**src/rtl/esfa_pkg.sv**
```systemverilog
// esfa_pkg: definitions shared by the ESFA command sequencer and its FIFO.
//   - selector codes the array understands (prep phases and idle)
//   - sequencer state enum
//   - command record layout {op, prep, handle, index, value} at default widths
//   - prep_sel(): selector for the highest-priority pending prep phase
package esfa_pkg;

  localparam logic [7:0] SEL_GIVEN_CODE   = 8'd2;
  localparam logic [7:0] SEL_AVAIL_HANDLE = 8'd5;
  localparam logic [7:0] SEL_GIVEN_RANK   = 8'd6;
  localparam logic [7:0] SEL_IDLE         = 8'd8;

  localparam int CMD_SEL_W  = 8;
  localparam int CMD_DATA_W = 8;

  typedef enum logic [2:0] {
    ST_IDLE = 3'd0,
    ST_PREP = 3'd1,
    ST_GAP  = 3'd2,
    ST_MAIN = 3'd3,
    ST_RESP = 3'd4
  } state_e;

  typedef struct packed {
    logic [CMD_SEL_W-1:0]  op;
    logic [2:0]            prep;
    logic [CMD_DATA_W-1:0] handle;
    logic [CMD_DATA_W-1:0] index;
    logic [CMD_DATA_W-1:0] value;
  } cmd_t;

  // Prep phases run in the fixed order 5, 2, 6 (prep bits 0, 1, 2), so the
  // lowest set pending bit is always the phase currently being issued.
  function automatic logic [7:0] prep_sel(input logic [2:0] pend);
    if (pend[0])      return SEL_AVAIL_HANDLE;
    else if (pend[1]) return SEL_GIVEN_CODE;
    else              return SEL_GIVEN_RANK;
  endfunction

endpackage

```
**src/rtl/esfa_cmd_fifo.sv**
```systemverilog
// esfa_cmd_fifo: 2-entry first-word-fall-through command FIFO.
// Ports:
//   clk_i, rst_ni      clock, asynchronous active-low reset (empties FIFO)
//   push_i, wdata_i    write request and data (ignored when full unless popping)
//   pop_i              read request (ignored when empty)
//   rdata_o            head entry, valid whenever empty_o is low
//   full_o, empty_o    occupancy flags
module esfa_cmd_fifo #(
  parameter int W = 8
) (
  input  logic         clk_i,
  input  logic         rst_ni,
  input  logic         push_i,
  input  logic [W-1:0] wdata_i,
  input  logic         pop_i,
  output logic [W-1:0] rdata_o,
  output logic         full_o,
  output logic         empty_o
);

  logic [W-1:0] mem_q [2];
  logic         wr_q;
  logic         rd_q;
  logic [1:0]   cnt_q;
  logic         do_push;
  logic         do_pop;

  assign empty_o = (cnt_q == 2'd0);
  assign full_o  = (cnt_q == 2'd2);
  assign rdata_o = mem_q[rd_q];

  // A push into a full FIFO is legal when the head leaves on the same edge.
  assign do_pop  = pop_i && !empty_o;
  assign do_push = push_i && (!full_o || do_pop);

  always_ff @(posedge clk_i or negedge rst_ni) begin
    if (!rst_ni) begin
      wr_q  <= 1'b0;
      rd_q  <= 1'b0;
      cnt_q <= 2'd0;
    end else begin
      if (do_push) wr_q <= ~wr_q;
      if (do_pop)  rd_q <= ~rd_q;
      case ({do_push, do_pop})
        2'b10:   cnt_q <= cnt_q + 2'd1;
        2'b01:   cnt_q <= cnt_q - 2'd1;
        default: cnt_q <= cnt_q;
      endcase
    end
  end

  // Storage carries no reset; only the pointers and count define contents.
  always_ff @(posedge clk_i) begin
    if (do_push) mem_q[wr_q] <= wdata_i;
  end

endmodule

```
**src/rtl/esfa_cmd_sequencer.sv**
```systemverilog
// esfa_cmd_sequencer: host command front-end for the ESFA memory array.
// Expands each accepted command into optional prep phases (5, 2, 6) followed
// by the main op, drives the array inputs, captures the array result at the
// end of the main phase and returns it on a response channel.
// Build option: ESFA_SEQ_CMD_BUF_EN adds a 2-entry command FIFO in front of
// the FSM (cmd_ready = !fifo_full); without it, commands are captured
// directly in IDLE.
// Handshakes: a transfer occurs on a rising clk edge where valid && ready;
// valid never waits on ready, and offered data is held until the transfer.
// Ports:
//   clk, reset                   clock, asynchronous active-low reset
//   cmd_valid/cmd_ready          command handshake
//   cmd_op/prep/handle/index/value  command fields
//   rsp_valid/rsp_ready          response handshake
//   rsp_bool, rsp_value          captured array result
//   esfa_selector, esfa_queried_handle, esfa_new_index, esfa_new_value
//                                drive the array
//   esfa_result_bool/value       array result inputs
//   busy                         high whenever the FSM is not IDLE
module esfa_cmd_sequencer
  import esfa_pkg::*;
#(
  parameter int SEL_W        = 8,
  parameter int DATA_W       = 8,
  parameter int PHASE_CYCLES = 2,
  parameter int IDLE_SEL     = int'(SEL_IDLE)
) (
  input  logic              clk,
  input  logic              reset,
  input  logic              cmd_valid,
  output logic              cmd_ready,
  input  logic [SEL_W-1:0]  cmd_op,
  input  logic [2:0]        cmd_prep,
  input  logic [DATA_W-1:0] cmd_handle,
  input  logic [DATA_W-1:0] cmd_index,
  input  logic [DATA_W-1:0] cmd_value,
  output logic              rsp_valid,
  input  logic              rsp_ready,
  output logic              rsp_bool,
  output logic [DATA_W-1:0] rsp_value,
  output logic [SEL_W-1:0]  esfa_selector,
  output logic [DATA_W-1:0] esfa_queried_handle,
  output logic [DATA_W-1:0] esfa_new_index,
  output logic [DATA_W-1:0] esfa_new_value,
  input  logic              esfa_result_bool,
  input  logic [DATA_W-1:0] esfa_result_value,
  output logic              busy
);

  localparam int                CNT_W      = $clog2(PHASE_CYCLES) + 1;
  localparam logic [CNT_W-1:0]  CNT_LOAD   = CNT_W'(PHASE_CYCLES - 1);
  localparam logic [SEL_W-1:0]  IDLE_SEL_V = SEL_W'(IDLE_SEL);
  localparam int                CMD_W      = SEL_W + 3 + 3 * DATA_W;

  state_e              state_q, state_d;
  logic [CNT_W-1:0]    cnt_q, cnt_d;
  logic [2:0]          pend_q, pend_d;
  logic [SEL_W-1:0]    op_q, op_d;
  logic [DATA_W-1:0]   handle_q, handle_d;
  logic [DATA_W-1:0]   index_q, index_d;
  logic [DATA_W-1:0]   value_q, value_d;
  logic                rsp_valid_q, rsp_valid_d;
  logic                rsp_bool_q, rsp_bool_d;
  logic [DATA_W-1:0]   rsp_value_q, rsp_value_d;

  // Command source seen by the FSM in IDLE: the port directly, or the FIFO head.
  logic                take;
  logic [SEL_W-1:0]    src_op;
  logic [2:0]          src_prep;
  logic [DATA_W-1:0]   src_handle;
  logic [DATA_W-1:0]   src_index;
  logic [DATA_W-1:0]   src_value;

`ifdef ESFA_SEQ_CMD_BUF_EN
  logic             fifo_full;
  logic             fifo_empty;
  logic [CMD_W-1:0] fifo_rdata;

  esfa_cmd_fifo #(.W(CMD_W)) u_cmd_fifo (
    .clk_i   (clk),
    .rst_ni  (reset),
    .push_i  (cmd_valid),
    .wdata_i ({cmd_op, cmd_prep, cmd_handle, cmd_index, cmd_value}),
    .pop_i   (take),
    .rdata_o (fifo_rdata),
    .full_o  (fifo_full),
    .empty_o (fifo_empty)
  );

  assign cmd_ready = !fifo_full;
  assign take      = (state_q == ST_IDLE) && !fifo_empty;
  assign {src_op, src_prep, src_handle, src_index, src_value} = fifo_rdata;
`else
  assign cmd_ready  = (state_q == ST_IDLE);
  assign take       = cmd_valid && (state_q == ST_IDLE);
  assign src_op     = cmd_op;
  assign src_prep   = cmd_prep;
  assign src_handle = cmd_handle;
  assign src_index  = cmd_index;
  assign src_value  = cmd_value;
`endif

  always_ff @(posedge clk or negedge reset) begin
    if (!reset) begin
      state_q     <= ST_IDLE;
      cnt_q       <= '0;
      pend_q      <= '0;
      op_q        <= IDLE_SEL_V;
      handle_q    <= '0;
      index_q     <= '0;
      value_q     <= '0;
      rsp_valid_q <= 1'b0;
      rsp_bool_q  <= 1'b0;
      rsp_value_q <= '0;
    end else begin
      state_q     <= state_d;
      cnt_q       <= cnt_d;
      pend_q      <= pend_d;
      op_q        <= op_d;
      handle_q    <= handle_d;
      index_q     <= index_d;
      value_q     <= value_d;
      rsp_valid_q <= rsp_valid_d;
      rsp_bool_q  <= rsp_bool_d;
      rsp_value_q <= rsp_value_d;
    end
  end

  always_comb begin
    state_d     = state_q;
    cnt_d       = cnt_q;
    pend_d      = pend_q;
    op_d        = op_q;
    handle_d    = handle_q;
    index_d     = index_q;
    value_d     = value_q;
    rsp_valid_d = rsp_valid_q;
    rsp_bool_d  = rsp_bool_q;
    rsp_value_d = rsp_value_q;

    case (state_q)
      ST_IDLE: begin
        if (take) begin
          op_d     = src_op;
          pend_d   = src_prep;
          handle_d = src_handle;
          index_d  = src_index;
          value_d  = src_value;
          cnt_d    = CNT_LOAD;
          if (src_prep != 3'b000) begin
            state_d = ST_PREP;
          end else if (src_op == IDLE_SEL_V) begin
            // Idle op: nothing to run, answer {0,0} straight away.
            state_d     = ST_RESP;
            rsp_valid_d = 1'b1;
            rsp_bool_d  = 1'b0;
            rsp_value_d = '0;
          end else begin
            state_d = ST_MAIN;
          end
        end
      end

      ST_PREP: begin
        if (cnt_q == '0) begin
          pend_d  = pend_q & (pend_q - 3'd1);  // retire the phase just issued
          state_d = ST_GAP;
        end else begin
          cnt_d = cnt_q - CNT_W'(1);
        end
      end

      ST_GAP: begin
        cnt_d = CNT_LOAD;
        if (pend_q != 3'b000) begin
          state_d = ST_PREP;
        end else if (op_q == IDLE_SEL_V) begin
          state_d     = ST_RESP;
          rsp_valid_d = 1'b1;
          rsp_bool_d  = 1'b0;
          rsp_value_d = '0;
        end else begin
          state_d = ST_MAIN;
        end
      end

      ST_MAIN: begin
        if (cnt_q == '0) begin
          state_d     = ST_RESP;
          rsp_valid_d = 1'b1;
          rsp_bool_d  = esfa_result_bool;
          rsp_value_d = esfa_result_value;
        end else begin
          cnt_d = cnt_q - CNT_W'(1);
        end
      end

      ST_RESP: begin
        if (rsp_ready) begin
          state_d     = ST_IDLE;
          rsp_valid_d = 1'b0;
        end
      end

      default: begin
        state_d     = ST_IDLE;
        rsp_valid_d = 1'b0;
      end
    endcase
  end

  always_comb begin
    esfa_selector = IDLE_SEL_V;
    case (state_q)
      ST_PREP: esfa_selector = SEL_W'(prep_sel(pend_q));
      ST_MAIN: esfa_selector = op_q;
      default: esfa_selector = IDLE_SEL_V;
    endcase
  end

  assign esfa_queried_handle = handle_q;
  assign esfa_new_index      = index_q;
  assign esfa_new_value      = value_q;
  assign rsp_valid           = rsp_valid_q;
  assign rsp_bool            = rsp_bool_q;
  assign rsp_value           = rsp_value_q;
  assign busy                = (state_q != ST_IDLE);

endmodule
```
**config.mk**
```make
export PLATFORM = sky130hd
export DESIGN_NAME = esfa_cmd_sequencer
export DESIGN_NICKNAME = d
export VERILOG_FILES = /design/src/rtl/esfa_pkg.sv /design/src/rtl/esfa_cmd_fifo.sv /design/src/rtl/esfa_cmd_sequencer.sv
export SDC_FILE = /design/constraint.sdc
export NUM_CORES = 1
export LEC_CHECK = 0
export CAP_MARGIN = 15
export CORE_ASPECT_RATIO = 1.5
export CORE_MARGIN = 2
export CORE_UTILIZATION = 60
export CTS_BUF_LIST = sky130_fd_sc_hd__clkbuf_4
export DETAILED_ROUTE_END_ITERATION = 8
export DONT_BUFFER_PORTS = 1
export GPL_TIMING_DRIVEN = 0
export PLACE_DENSITY_LB_ADDON = 0.15
export SLEW_MARGIN = 20
export SYNTH_ARGS = -nofsm -noshare
export SYNTH_HDL_FRONTEND = slang
export SYNTH_HIERARCHICAL = 1
export SYNTH_SLANG_ARGS = --single-unit
```
**constraint.sdc**
```tcl
create_clock -name clk -period 1.9 [get_ports clk]
set_input_delay 0.38 -clock clk [delete_from_list [all_inputs] [get_ports clk]]
set_output_delay 0.38 -clock clk [all_outputs]
set_load 0.005 [all_outputs]
```
# After elaboration in Yosys (flattened, before gate mapping)
# Index checks and enable logic that the tools add are counted.
# totals
word_cells	85
ff_bits	50
in_bits	48
# classes
eq_ne	15
n_bitwise	2
add_sub_neg	2
n_reduce_logical	16
mux	40
# ops
op	count
$mux 8	6
$mux 3	12
$pmux 8 s3	1
$eq 8x4->1 const B	2
$pmux 8 s2	1
$pmux 3 s5	1
$reduce_bool 3->1	5
$ne 2x2->1 const B	7
$mux 1	13
$reduce_and 8->1	1
$reduce_and 7->1	1
$eq 3x2->1 const B	2
$pmux 2 s3	1
$pmux 3 s2	1
$reduce_and 3->1	2
$pmux 1 s5	1
$mux 2	2
$ne 2x1->1 const B	2
$reduce_and 4->1	1
$and 3x3->3	1
$eq 3x1->1 const B	1
$eq 3x3->1 const B	1
$logic_not 3->1	1
$pmux 1 s3	1
other kinds (8)	8

# Depth between registers and ports, before layout
# Gate-level depths: netlist of run 1.
# logic_depth
word_depth	5
depth_mapped	8

# Worst setup path before layout of run 1
# No wires, ideal clock.
# synth_timing
kind	register -> register
startpoint	register state_q[1]
endpoint	register index_q[0], in the netlist esfa_new_index[0]
required_ns	1.775
slack_ns	0.132
synth_period_minus_slack_ns	1.768
n_path_buf	3
arrival_time_ns	1.643
stages_incl_launch_ff	7
setup_time_ns	0.125
cell_sequence	dfrtp_1 > buf_4 > nor3_1 > and2_1 > buf_2 > buf_4 > mux2_2
# synth_between
elab_chain_len	3
# synth_rtl
element	line_no	rtl
start: declaration	esfa_cmd_sequencer.sv:55	state_e state_q, state_d;
start signal: assignment	esfa_cmd_sequencer.sv:116	state_q <= state_d;
$logic_not 3->1 *	--	
via cmd_ready	esfa_cmd_sequencer.sv:31	output logic cmd_ready,
$logic_and 1x1->1	esfa_cmd_sequencer.sv:95	assign take = cmd_valid && (state_q == ST_IDLE);
$reduce_and 2->1 (no source line) *	--	
end signal: assignment	esfa_cmd_sequencer.sv:121	index_q <= index_d;
end: declaration	esfa_cmd_sequencer.sv:60	logic [DATA_W-1:0] index_q, index_d;
# Mark *: on every way through the listed nets, which the timed path passes. The rest lies on a longest branch.
# A chain may end at the register's enable or synchronous reset.

# Worst setup path in the final report of run 1
# layout_timing
startpoint	register state_q[1]
endpoint	register rsp_bool_q, in the netlist rsp_bool
# layout_between
elab_chain_len	4
word_cells_on_any_way	13
classes_between	eq/ne: 8; mux: 1; reduce/logical: 4
# layout_rtl
element	line_no	rtl
$logic_not 3->1	esfa_cmd_sequencer.sv:95, esfa_cmd_sequencer.sv:141	
$logic_and 1x1->1	esfa_cmd_sequencer.sv:95	
$ne 2x1->1 (no source line)	--	
$reduce_and 7->1 (no source line)	--	
end signal: assignment	esfa_cmd_sequencer.sv:124	rsp_bool_q <= rsp_bool_d;
end: declaration	esfa_cmd_sequencer.sv:63	logic rsp_bool_q, rsp_bool_d;
# Several ways; a longest one is shown, not always the timed one.

==> summary.md, run 1 <==
| Metric | Value |
|---|---|
| Leading cell type by number of instances after synthesis | `dfrtp_1` |
| Sequential standard cell area | `between 1000 and 1500 sq um` |
| Gate count after technology mapping | `180` |
| Req. time, crit path | `2170 ps` |
| Detail-routed via count per cell | `6.29` |
| Register bit total from synthesis | `50` |
| Weighted congestion reported at the end of routability-driven placement | `0.926` |
| Cell type with the largest total area after synthesis | `dfrtp_1` |
| Maximum number of pins on one net before global-route repair | `51` |
| Worst hold slack after final layout | `132 ps` |
| Highest attainable clock frequency | `538 MHz` |
| Area of combinational cells with multiple inputs | `933 sq um` |
| Number of placed instances with taps included | `223` |
| Share of synthesized area occupied by flip-flops and latches | `0.564` |
| Crit path max-delay cell type | `or4b_4` |
| Post-layout total power | `4.19 mW` |
| Worst reg2reg setup slack | `40 ps` |
| Final hold vios | `0` |
| Clock latency of the later-clocked register in the worst-skew pair | `360 ps` |
| Level count of the clock H-tree | `2` |
| Synth async-reset ratio | `1.00` |
| Ordered cell list for the critical path | `buf_4 -> or4b_4 -> a311o_1 -> buf_6 -> a21o_1` |
| Top FF cell, synth | `dfrtp_1` |
| Slew margin rel. | `0.602` |
| Final-layout setup total negative slack | `0 ps` |
| Layout overhead on the synthesized area | `11.7%` |
| Area of the core region | `3610 sq um` |
| Dpl ws | `-152 ps` |
| Final instance area | `about 2500 sq um` |
| Vias in the first global route | `1652` |
| Number of flops mapped to enable cells by yosys | `0` |
| Run status | `completed` |
| Cell area after synthesis | `2220 sq um` |
| Non-filler cells in the finished layout | `237` |
| Clock tree root buffer cell | `clkbuf_4` |
| All-Layer GR Usage | `0.238` |
| Antenna-violating nets left | `0` |
| Residual DRC count | `0` |
| Cells on worst reg2reg path | `5` |
| Final cycle utilization of the critical path | `0.979` |
| Maximum number of buffers from clock root to sink | `2` |
| Highest fanout seen on the critical path | `10` |
| Reg-to-reg critical path endpoint | `rsp_bool` |
| I/O Buffers | `0` |
| Average detailed-routed wire length per instance | `20.0 microns` |
| Vias after detailed routing | `between 1k and 1.5k` |
| Nets in the synthesized netlist | `229` |
| Final worst path period need | `about 1900 ps` |
| Leak Pwr | `about 1.2 nW` |
| Starting Density | `0.614` |
| Die boundary height | `78.5 microns` |
| Iteration count of the initial detailed-routing pass | `4` |
| Yosys Warn Count | `6` |
| Crit path kind | `reg -> reg` |
| Total CTS buffers | `5` |
| Total wirelength of the detailed-routed design | `about 4700 microns` |
| Die area | `about 4200 sq um` |
| Count of unique library cells instantiated by Yosys | `35` |
| CP arrival | `2130 ps` |
| TritonCTS clock tree | `done` |
| GR Overflow Total | `0` |
| Worst-case clock skew | `around 11 ps` |
| Critical R2R Launch | `state_q[1]` |
| Row count | `27` |
| Final layout net count | `between 200 and 250` |
| Detailed Place HPWL | `approximately 3400 microns` |
| Hold Path Stages | `2` |
| Fraction of final layout cells with drive strength greater than 1 | `0.351` |
| I/O pins | `92` |
| # fillers | `258` |
| Number of antenna violations at the first check in global routing | `0` |
| Transition time at the pin with the least slew margin | `roughly 590 ps` |
| Ranking of synthesized cells by instance count | `dfrtp_1 (49), mux2_2 (33), and3_1 (13)` |
| Max-cap check violation count | `0` |
| Buf+Inv Stages, Crit Path | `2` |
| Clk sinks | `50` |
| Number of pins with negative max-slew slack in the final report | `0` |
| Family of cells with the greatest summed delay on the critical path | `compound AO/OA/AOI/OAI gates` |
| Setup-failing EPs final | `0` |
| Clock transition at path regs | `140 ps` |
| Fraction of post-synthesis cell area in the top cell type by area | `0.552` |
| Hold crit path type | `in -> reg` |
| Die outline width | `53.7 microns` |
| Critical path capture point type | `register` |
| Final cell utilization of the core | `0.686` |
| Unrepaired setup endpoints after global routing | `yes` |
| PD cells | `~1700 nW/um^2` |
| Highest ir drop seen on vdd | `0.992 mV` |
| Top cells by area, synth | `dfrtp_1 (55%), mux2_2 (17%), and3_1 (3.7%)` |
| Launching element type of the critical path | `register` |
| Endpoint, Worst Hold | `pend_q[0]` |
| Worst-case setup margin in the final layout | `between 30 and 40 ps` |
| Diode count | `0` |
| 1st-iter DRT viols | `60` |
| Global-route wire length before repair | `approximately 7300 microns` |
| Per-instance average area after synthesis | `12.3 sq um` |
| Largest stage delay on the critical path | `500 ps` |
| Start point of the worst min-delay path | `cmd_prep[0]` |
| Placement-stage cell area | `2270 sq um` |
[worst max path at each step]
stage                           from           endpoint  slack (ps)  depth (start not counted)
final                     state_q[1]           rsp_bool          40                          5
after global placement    state_q[1]  esfa_new_value[1]        -140                          6
after global routing      state_q[2]   esfa_selector[7]         -40                          4
after CTS                 state_q[1]  esfa_new_value[3]         -20                          6
after detailed placement  state_q[1]  esfa_new_value[3]        -150                          6
after floorplan           state_q[1]  esfa_new_index[0]         130                          6
[worst register-to-register path, delay by kind of cell, from the launching register on]
kind	cells	cell delay (ps)
simple gates	1	500
compound gates	2	600
flops	1	350
buf+inv	2	320
[metal layers]
metal,track usage,vias to the layer above,share of wire
li1,-,671,-
met4,0.103,0,0.030
met2,0.402,79,0.53
met1,0.253,723,0.35
met5,0,-,0
met3,0.0894,17,0.090
[placed cells by master, fill, tap and decap left out, types with 2 or more instances in the layout]
cell,n
dfrtp_1,48
mux2_2,33
nand2_1,11
and3_1,10
a21o_1,10
buf_4,8
inv_1,7
o21ai_0,6
clkbuf_4,6
nor2_1,5
buf_6,3
and3_4,3
a22o_1,3
nor4_1,2
nor4b_1,2
a311oi_1,2
nor3_1,2
o31ai_1,2
[logic make-up after synthesis]
family,share of synthesized area
AO/OA/AOI/OAI,0.106
adder cells (fa/ha/maj),0.00563
buffers and inverters,0.0394
flip-flops,0.564
multiplexers,0.172
AND/OR/NAND/NOR,0.113
[report_power, final]
part / internal [mW] / switching (mW)
logic: 0.920 / 0.773
registers: 1.61 / 0.421
clock network: 0.138 / 0.328
total: 2.66 / 1.52
[flip-flops by register name, summed over array words and instances (netlist names), 2 cells and up]
signal,count
esfa_new_index,8
esfa_new_value,8
esfa_queried_handle,8
op_q,8
rsp_value,8
pend_q,3
state_q,3
cnt_q,2
[repair_timing]
action / in CTS / in global routing
gates resized for setup: 8 / 17
hold buffers: 2 / 0
pin swaps: 0 / 1
setup buffers: 1 / 4
endpoints found under the hold margin: 50 / 0
setup endpoints to repair: 41 / 40
[final cells by class]
| type | instances | share of cell area |
|---|---|---|
| clock buffers | 5 | 0.0151 |
| well taps | 43 | 0.0217 |
| clock inverters | 3 | 0.00656 |
| flip-flops and latches | 50 | 0.506 |
| multi-input cells | 113 | 0.376 |
| plain buffers | 9 | 0.0338 |
| repair buffers | 7 | 0.0303 |
| inverters | 7 | 0.0106 |
No activity file was read; power rests on OpenSTA's default activity.
==> run 2: changes to the inputs <==
--- a/config.mk
+++ b/config.mk
@@ -8,12 +8,13 @@
 export CAP_MARGIN = 15
 export CORE_ASPECT_RATIO = 1.5
 export CORE_MARGIN = 2
-export CORE_UTILIZATION = 60
+export CORE_UTILIZATION = 55
 export CTS_BUF_LIST = sky130_fd_sc_hd__clkbuf_4
 export DETAILED_ROUTE_END_ITERATION = 8
 export DONT_BUFFER_PORTS = 1
 export GPL_TIMING_DRIVEN = 0
 export PLACE_DENSITY_LB_ADDON = 0.15
+export SKIP_LAST_GASP = 1
 export SLEW_MARGIN = 20
 export SYNTH_ARGS = -nofsm -noshare
 export SYNTH_HDL_FRONTEND = slang
==> run 2 against run 1 <==
  * Combinational power about the same
  * Non-clock buffer count unchanged
  * Worst hold slack better by 14 ps
  * Via count down 0.34%
  * Final area hardly changed
  * Worst setup slack lost 15 ps
  * Die area is 8.5% higher
  * Register-to-register slack barely moved
  * Utilization down 5.4 points
  * Flip-flop and latch count did not move
==> summary.md, run 2 (synthesis gave the netlist of run 1 again) <==
| Metric | Value |
|---|---|
| Run status | `completed` |
| CP arrival | `2140 ps (about the same)` |
| Crit path max-delay cell type | `nor4_1` |
| Vias in the first global route | `1576 (-4.6%)` |
| Highest ir drop seen on vdd | `0.989 mV (-0.31%)` |
| Final worst path period need | `1870 ps (+14.6 ps)` |
| Sequential Power Share | `0.471 (-0.013)` |
| Maximum number of buffers from clock root to sink | `2 (unchanged)` |
| Ordered cell list for the critical path | `buf_4 -> nor4_1 -> a311oi_1 -> a311o_1 -> buf_6 -> a21o_1` |
| Transition time at the pin with the least slew margin | `558 ps (-36.5 ps)` |
| Cell internal pwr | `2.77 mW (+3.8%)` |
| Area of the core region | `3920 sq um (+8.5%)` |
| Antenna-violating nets left | `0 (unchanged)` |
| Setup-failing EPs final | `0 (unchanged)` |
| Hold crit path type | `in -> reg` |
| Average detailed-routed wire length per instance | `20.0 microns (about the same)` |
| Combinational power share | `0.386 (-0.018)` |
| Worst-case clock skew | `6.84 ps (-3.92 ps)` |
| # fillers | `319 (+24%)` |
| I/O Buffers | `0 (unchanged)` |
| Most common library cell in the layout ignoring fill and taps | `dfrtp_1` |
| Number of antenna violations at the first check in global routing | `0 (unchanged)` |
| Residual DRC count | `0 (unchanged)` |
| Row count | `28 (+3.7%)` |
| Maximum number of pins on one net before global-route repair | `51 (unchanged)` |
| Total wirelength of the detailed-routed design | `4770 microns (+0.78%)` |
| Highest fanout seen on the critical path | `10 (unchanged)` |
| Level count of the clock H-tree | `2 (unchanged)` |
| Req. time, crit path | `2170 ps (about the same)` |
| Weighted congestion reported at the end of routability-driven placement | `0.895 (-3.3%)` |
| Worst-case setup margin in the final layout | `25.1 ps (-14.6 ps)` |
| Vias after detailed routing | `1485 (-0.34%)` |
| Slew margin rel. | `0.627 (+0.0244)` |
| Clock tree root buffer cell | `clkbuf_4` |
| Diode count | `0 (unchanged)` |
| Critical path capture point type | `register` |
| Fraction of final layout cells with drive strength greater than 1 | `0.330 (-0.0206)` |
| Clk sinks | `50 (unchanged)` |
| Largest stage delay on the critical path | `400 ps (-100 ps)` |
| Net switching power | `1.53 mW (+0.33%)` |
| GR Overflow Total | `0 (unchanged)` |
| Crit path kind | `reg -> reg` |
| Number of pins with negative max-slew slack in the final report | `0 (unchanged)` |
| Leak Pwr | `1.18 nW (+1.6%)` |
| Total CTS buffers | `5 (unchanged)` |
| Dpl ws | `-179 ps (-27.3 ps)` |
| Final-layout setup total negative slack | `0 ps (unchanged)` |
| PD cells | `1730 nW/um^2 (+2.6%)` |
| Final cycle utilization of the critical path | `0.987 (+0.00766)` |
| Starting Density | `0.566 (-0.0484)` |
| Iteration count of the initial detailed-routing pass | `4 (unchanged)` |
| All-Layer GR Usage | `0.212 (-0.0258)` |
| Global-route wire length before repair | `7440 microns (+1.9%)` |
| 1st-iter DRT viols | `52 (-13%)` |
| Max-cap check violation count | `0 (unchanged)` |
| Die area | `4570 sq um (+8.5%)` |
| Unrepaired setup endpoints after global routing | `yes` |
| TritonCTS clock tree | `done` |
| I/O pins | `92 (unchanged)` |
| Final hold vios | `0 (unchanged)` |
| Worst hold slack after final layout | `146 ps (+14.4 ps)` |
| Detail-routed via count per cell | `6.21 (-1.2%)` |
| Portion of total power attributed to the clock network | `0.143 (+0.032)` |
| Highest attainable clock frequency | `533 MHz (-0.78%)` |
| Clock transition at path regs | `140 ps (about the same)` |
| Die outline width | `55.9 microns (+4.1%)` |
| Die boundary height | `81.8 microns (+4.2%)` |
| Layout overhead on the synthesized area | `11.6% (about the same)` |
| Sw frac | `0.356 (-0.00784)` |
| Detailed Place HPWL | `3430 microns (+1.2%)` |
| Final layout net count | `242 (unchanged)` |
| Most frequent cells in the layout | `dfrtp_1 (49), mux2_2 (33), and3_1 (13), nand2_1 (11)` |
| Launching element type of the critical path | `register` |
| Clock latency of the later-clocked register in the worst-skew pair | `360 ps (about the same)` |
-- run 2: cell count changes in the layout (fill, tap and decap cells not counted), moves of 2 or more --
cell,previous run,this run
and3_1,10,13
buf_2,0,2
buf_4,8,10
and3_4,3,0
-- run 2: metrics by stage --
step | util | std cells | power [mW] | instance area, sq um
floorplan | - | 180 | 3.12 | 2220
global placement | 0.580 | 225 | 3.42 | 2280
detailed placement | 0.580 | 225 | 3.52 | 2280
CTS | 0.618 | 235 | 4.22 | 2420
global route | 0.632 | 239 | 4.60 | 2480
finish | 0.632 | 239 | 4.29 | 2480
-- run 2: final timing paths --
kind,startpoint,endpoint,slack (ps),depth (start not counted)
min in group asynchronous,reset,rsp_value[4],500,2
worst max register to register,state_q[1],rsp_value[6],30,6
worst min-delay path,cmd_prep[0],pend_q[0],150,2
max in group asynchronous,reset,op_q[3],1110,2
worst min register to register,rsp_value[1],rsp_value[1],520,1
worst max-delay path,state_q[1],rsp_value[6],30,6
-- run 2: metal layers --
metal | track usage | vias to the layer above | routed length (microns)
met4 | 0.0857 | 0 | 41
met3 | 0.0787 | 4 | 383
met2 | 0.381 | 66 | 2570
met5 | 0 | - | 0
met1 | 0.226 | 741 | 1780
li1 | - | 674 | -
-- run 2: power groups by stage --
stage / Sequential, mW / Clock, mW / Combinational [mW]
CTS: 2.02 / 0.633 / 1.57
floorplan: 1.91 / 0 / 1.21
global route: 2.09 / 0.668 / 1.84
finish: 2.02 / 0.614 / 1.66
global placement: 2.01 / 0 / 1.41
detailed placement: 2.03 / 0 / 1.49
-- run 2: final cells by class --
type / instances / area, sq um / share of cell area
inverter: 7 / 26.3 / 0.0106
clock buffer: 5 / 37.5 / 0.0151
sequential: 50 / 1250 / 0.505
buffer: 9 / 70.1 / 0.0283
multi-input combinational: 113 / 918 / 0.371
tap: 45 / 56.3 / 0.0227
clock inverter: 3 / 42.5 / 0.0172
timing repair buffer: 7 / 75.1 / 0.0303
-- run 2: critical path: cells and delay by family, from the launching register on --
family	cells	cell delay, ps
flip-flops	1	390
AND/OR/NAND/NOR	1	400
buffers and inverters	2	320
AO/OA/AOI/OAI	3	680
-- run 2: timing repair --
action | in CTS | in global routing
endpoints found under the hold margin | 50 | 0
endpoints found under the setup margin | 44 | 43
hold buffers | 2 | 0
buffers inserted | 1 | 4
resized for setup | 8 | 10
